$ cat config.mk
export PLATFORM = sky130hd
export DESIGN_NAME = hazard_fwd_unit
export DESIGN_NICKNAME = d
export VERILOG_FILES = /design/src/rtl/hazard_pkg.sv /design/src/rtl/hazard_tag_stage.sv /design/src/rtl/hazard_fwd_unit.sv
export SDC_FILE = /design/constraint.sdc
export NUM_CORES = 1
export LEC_CHECK = 0
export ABC_CLOCK_PERIOD_IN_PS = 2900
export CAP_MARGIN = 0
export CORE_MARGIN = 4
export CORE_UTILIZATION = 56
export CTS_CLUSTER_DIAMETER = 40
export DETAILED_ROUTE_END_ITERATION = 8
export PLACE_DENSITY = 0.87
export SETUP_SLACK_MARGIN = 0.1
export SYNTH_ARGS = -nofsm -noshare
export SYNTH_HDL_FRONTEND = slang
export SYNTH_SLANG_ARGS = --single-unit
$ cat constraint.sdc
create_clock -name clock -period 2.9 [get_ports clock]
set_input_delay 0.435 -clock clock [delete_from_list [all_inputs] [get_ports clock]]
set_output_delay 0.435 -clock clock [all_outputs]
set_load 0.1 [all_outputs]
$ cat src/rtl/hazard_pkg.sv
// Shared definitions for the hazard / forwarding unit: defaults, select
// encoding, tag-entry field layout and width helpers.
package hazard_pkg;

  localparam int ADDR_W_DEF = 5;

  // fwd_sel value meaning "take the operand from the register file"
  localparam int SEL_RF = 0;

  // Tag entry bit layout: {rd, load, wr, valid}
  localparam int TAG_VALID = 0;
  localparam int TAG_WR    = 1;
  localparam int TAG_LOAD  = 2;
  localparam int TAG_RD    = 3;

  function automatic int tagW(input int addrW);
    return addrW + TAG_RD;
  endfunction

  function automatic int selW(input int nfwd);
    return $clog2(nfwd + 1);
  endfunction

endpackage

$ cat src/rtl/hazard_tag_stage.sv
// One entry of the instruction tag pipeline: valid/rd/wr/load.
// Only the valid bit is reset; kill turns the incoming entry into a bubble.
module hazard_tag_stage import hazard_pkg::*; #(
  parameter int ADDR_W = ADDR_W_DEF
) (
  input  logic              clock,
  input  logic              reset,
  input  logic              kill,
  input  logic              inValid,
  input  logic [ADDR_W-1:0] inRd,
  input  logic              inWr,
  input  logic              inLoad,
  output logic              valid,
  output logic [ADDR_W-1:0] rd,
  output logic              wr,
  output logic              load
);

  localparam int TW = tagW(ADDR_W);

  logic [TW-1:0] tagQ;

  // Capture the incoming entry; valid is cleared on reset or kill
  always_ff @(posedge clock) begin
    if (reset) tagQ[TAG_VALID] <= 1'b0;
    else       tagQ[TAG_VALID] <= inValid & ~kill;
    tagQ[TAG_WR]             <= inWr;
    tagQ[TAG_LOAD]           <= inLoad;
    tagQ[TAG_RD +: ADDR_W]   <= inRd;
  end

  assign valid = tagQ[TAG_VALID];
  assign wr    = tagQ[TAG_WR];
  assign load  = tagQ[TAG_LOAD];
  assign rd    = tagQ[TAG_RD +: ADDR_W];

endmodule

$ cat src/rtl/hazard_fwd_unit.sv
// Hazard detection and forwarding control for an in-order pipeline:
// load-use and mult/div interlocks, plus per-operand forwarding selects.
module hazard_fwd_unit import hazard_pkg::*; #(
  parameter int ADDR_W = ADDR_W_DEF,
  parameter int NPORTS = 2,
  parameter int NFWD   = 2,
  parameter int MD_LAT = 17,
  parameter int SEL_W  = selW(NFWD)
) (
  input  logic                     clock,
  input  logic                     reset,
  input  logic                     dec_valid,
  input  logic [NPORTS*ADDR_W-1:0] dec_rs,
  input  logic [ADDR_W-1:0]        dec_rd,
  input  logic                     dec_wr,
  input  logic                     dec_load,
  input  logic                     dec_md,
  input  logic                     flush,
  output logic                     stall,
  output logic [NPORTS*SEL_W-1:0]  fwd_sel,
  output logic                     md_busy
);

  localparam int CNT_W = $clog2(MD_LAT);

  // Entry 0 is X, entries 1..NFWD are the older stages (1 = M, NFWD = W)
  logic [NFWD:0]       stValid;
  logic [NFWD:0]       stWr;
  logic [NFWD:0]       stLoad;
  logic [ADDR_W-1:0]   stRd [0:NFWD];
  logic [NPORTS*ADDR_W-1:0] xRs;

  logic              xHit;
  logic              mdHit;
  logic              luse;
  logic              mdst;
  logic              mdIssue;
  logic [CNT_W-1:0]  mdCnt;
  logic [ADDR_W-1:0] mdRd;
  logic [ADDR_W-1:0] rs;
  logic              unusedLoads;

  for (genvar k = 0; k <= NFWD; k++) begin : gStage
    if (k == 0) begin : gX
      hazard_tag_stage #(.ADDR_W(ADDR_W)) uStage (
        .clock   (clock),
        .reset   (reset),
        .kill    (flush | stall),
        .inValid (dec_valid),
        .inRd    (dec_rd),
        .inWr    (dec_wr),
        .inLoad  (dec_load),
        .valid   (stValid[k]),
        .rd      (stRd[k]),
        .wr      (stWr[k]),
        .load    (stLoad[k])
      );
    end else begin : gOld
      hazard_tag_stage #(.ADDR_W(ADDR_W)) uStage (
        .clock   (clock),
        .reset   (reset),
        .kill    (1'b0),
        .inValid (stValid[k-1]),
        .inRd    (stRd[k-1]),
        .inWr    (stWr[k-1]),
        .inLoad  (1'b0),
        .valid   (stValid[k]),
        .rd      (stRd[k]),
        .wr      (stWr[k]),
        .load    (stLoad[k])
      );
    end
  end

  assign unusedLoads = ^stLoad[NFWD:1];

  // X source registers travel with the X tag; qualified by X valid downstream
  always_ff @(posedge clock) begin
    xRs <= dec_rs;
  end

  // Compare each D source against the X destination and the pending mult/div destination
  always_comb begin
    xHit  = 1'b0;
    mdHit = 1'b0;
    for (int p = 0; p < NPORTS; p++) begin
      if (dec_rs[p*ADDR_W +: ADDR_W] == stRd[0]) xHit  = 1'b1;
      if (dec_rs[p*ADDR_W +: ADDR_W] == mdRd)    mdHit = 1'b1;
    end
  end

  assign luse = dec_valid & stValid[0] & stLoad[0] & stWr[0] & (stRd[0] != '0) & xHit;
  assign mdst = dec_valid & md_busy &
                (dec_md | ((mdRd != '0) & (mdHit | (dec_wr & (dec_rd == mdRd)))));
  assign stall = (luse | mdst) & ~flush;

  // Youngest matching producer wins: scan oldest to youngest so the last hit sticks
  always_comb begin
    fwd_sel = {NPORTS{SEL_W'(SEL_RF)}};
    rs      = '0;
    for (int p = 0; p < NPORTS; p++) begin
      rs = xRs[p*ADDR_W +: ADDR_W];
      for (int k = NFWD; k >= 1; k--) begin
        if (stValid[0] && (rs != '0) && stValid[k] && stWr[k] && (stRd[k] == rs))
          fwd_sel[p*SEL_W +: SEL_W] = SEL_W'(k);
      end
    end
  end

  assign mdIssue = dec_valid & dec_md & ~stall & ~flush;

  // Mult/div occupancy counter; flush does not cancel an operation in flight
  always_ff @(posedge clock) begin
    if (reset) begin
      mdCnt <= '0;
      mdRd  <= '0;
    end else if (mdIssue) begin
      mdCnt <= CNT_W'(MD_LAT - 1);
      mdRd  <= dec_wr ? dec_rd : '0;
    end else if (mdCnt != '0) begin
      mdCnt <= mdCnt - CNT_W'(1);
    end
  end

  assign md_busy = (mdCnt != '0);

endmodule

==> flow_summary.toml <==
[final_layout]
antenna_cells = 0
n_fill_cell = 217
final_core_util_pct = 73.8
drive_above_1_share_pct = 11.9
fin_area_mm2 = 0.00224
multiInputGateArea_um2 = 965
synthToLayoutAreaGrowth_pct = 26.4
regArea_um2 = 841
finalNetCount = 225

[clock_network]
cts_tree = "yes"
post_cts_resized = 0
clock_latency_ps = 330
clock-sinks = 42
cts_hold_buf = 0
cts_buffers = 5
cts-root-buf = "clkbuf_4"
cts_buffer_depth = 2
h-tree-depth = 2
cts_setup_buffers = 0
clk_pin_slew_worst_paths_ps = 110

[synthesis]
synth_seq_cells = 42
syn_avg_cell_area_um2 = 10.7
yosys-top-cells-area = "dfxtp_1, xnor2_1, xor2_1"
synth_common_cells = "dfxtp_1, xnor2_1, xor2_1"
async_reset_ff_share_pct = 0
netlist.area_leader.share_pct = 47.5
yosysMostFrequentCell = "dfxtp_1"
syn_area_mm2 = 0.00177
ys_types = 28
yosysSeqAreaShare_pct = 47.5
yosys.area.top_type = "dfxtp_1"
synth-edff-count = 0
synth_fp_nets = 190
synth_ff_type = "dfxtp_1"
syn_inst = 166
ys_warn_count = 0

[worst_setup_path]
cp.required_ps = 2470
crit_arrival_ps = 2270
reg2reg_depth = 8
path_class = "in -> out"
critPathCaptureType = "output port"
critPathLaunchType = "input pin"
path_max_fanout = 3

[routing]
ant_nets = 0
vias = 1258
drt_first_iter_violations = 39
dr.pass1.iters = 4
wl_per_cell_um = 14.2
vias_per_cell = 5.13
wl_um = 3490
drc_errors = 0

[floorplan]
dieWidth_um = 64.2
coreArea_mm2 = 0.00303
die_h_um = 64.2
initial_utilization_pct = 58.4
core.rowCount = 20
ios = 28
dieArea_mm2 = 0.00412

[global_routing]
grt_max_degree = 14
met2_usage_pct = 34.3
gr-usage-met1_pct = 20.0
grt_util_all_layers_pct = 18.5
antenna_found_initial = 0
use_met3_pct = 6.50
overflow = 0
busiest_layer = "met2"
grt_pass1_wl_um = 5780
first_global_vias = 1290

[power_and_ir_drop]
powerDensity_mw_per_mm2 = 650
ir_drop_mv = 0.409
leakage_nw = 0.839

[min_path]
hp-class = "reg -> reg"
hold_depth = 0

[timing]
tightest_slew_ps = 574
max_freq_ghz = 0.369
hold_viol = 0
whs_ps = 369
fin_crit_sh_pct = 93.4
rsz0062_at_grt = "false"
clock-skew-final_ps = 8.58
setup_ws_ps = 191
fin_tns_setup_ps = 0
finalCriticalPeriod_ps = 2710
max_slew_margin_pct = 61.6
setup_viol = 0
drv_slew = 0

[place]
dp_hpwl_um = 2870
port_buffers = 27
place_area_mm2 = 0.00218
place_congestion = 0.886
place_ws_ps = 190

[run_status]
outcome = "finished, final reports clean"

[job]
maxCapViolCount = 0
-- placed cells by master, fill, tap and decap left out, types with 2 or more instances in the layout --
cell / n
buf_12: 3
nor4_4: 2
nand2_1: 4
ha_1: 2
clkdlybuf4s50_1: 21
xnor2_1: 30
or4_1: 3
nor3_1: 9
inv_1: 4
nor3_4: 2
nor2_1: 10
clkbuf_1: 2
nand3_1: 4
nor4_1: 3
nand4_1: 5
buf_4: 6
dfxtp_1: 42
and2_1: 5
nor4b_4: 2
mux2i_1: 5
xor2_1: 18
nor2b_1: 2
clkbuf_4: 5
-- cell type report --
type,instances,area share [%]
well taps,44,2.46
multi-input cells,118,43.1
inverters,4,0.672
flip-flops and latches,42,37.6
clock buffers,7,2.01
repair buffers,30,14.1
-- registers in the layout (all words and copies together) (netlist names) --
register,count
mdRd,5
gStage.gOld.uStage.tagQ,14
gStage.gX.uStage.tagQ,8
mdCnt,5
xRs,10
-- worst paths after layout --
check	startpoint	slack, ps	end
worst max-delay path	dec_rd[3]	190	stall
worst min-delay path	gStage[0].gX.uStage.tagQ[1]$_DFF_P_	370	gStage[1].gOld.uStage.tagQ[1]$_DFF_P_
worst max register to register	mdCnt[0]$_SDFFE_PP0P_	850	mdRd[1]$_SDFFE_PP0P_
worst min register to register	gStage[0].gX.uStage.tagQ[1]$_DFF_P_	370	gStage[1].gOld.uStage.tagQ[1]$_DFF_P_
-- cells by family (layout without fill, tap and decap cells) --
family / Yosys count / after routing / synth area share [%]
AOI/OAI and AO/OA: 9 / 9 / 4.53
xor gates and xnor gates: 48 / 48 / 23.8
adders and majority gates: 2 / 2 / 1.41
buffers and inverters: 6 / 41 / 1.34
DFF: 42 / 42 / 47.5
muxes: 5 / 5 / 2.83
and+or+nand+nor: 54 / 54 / 18.6
-- report_power, final --
part | leakage (nW) | internal, mW | switching (mW)
Combinational | 0.463 | 0.225 | 0.278
Sequential | 0.351 | 0.634 | 0.0618
Clock | 0.0254 | 0.0916 | 0.162
Total | 0.839 | 0.951 | 0.502
-- critical path, cell delays in order --
cell and delay [ps]:
clkdlybuf4s50_1 450, xor2_1 170, nor4_1 300, and3_1 200, nor3_1 50, o41a_1 370, nor2_4 120, buf_12 180
-- per-layer routing --
metal  wire length (µm)  part of all wire, %
met2               1910                   55
met3                134                  3.8
met4                 13                 0.37
met1               1430                   41
met5                  0                    0
-- metrics by stage --
step                      std cells  total power [mW]
after global routing            245              1.54
after floorplan                 166              1.06
final                           245              1.45
after CTS                       243              1.43
after global placement          236              1.16
after detailed placement        236              1.18
Power figures use the tool's default switching activity.
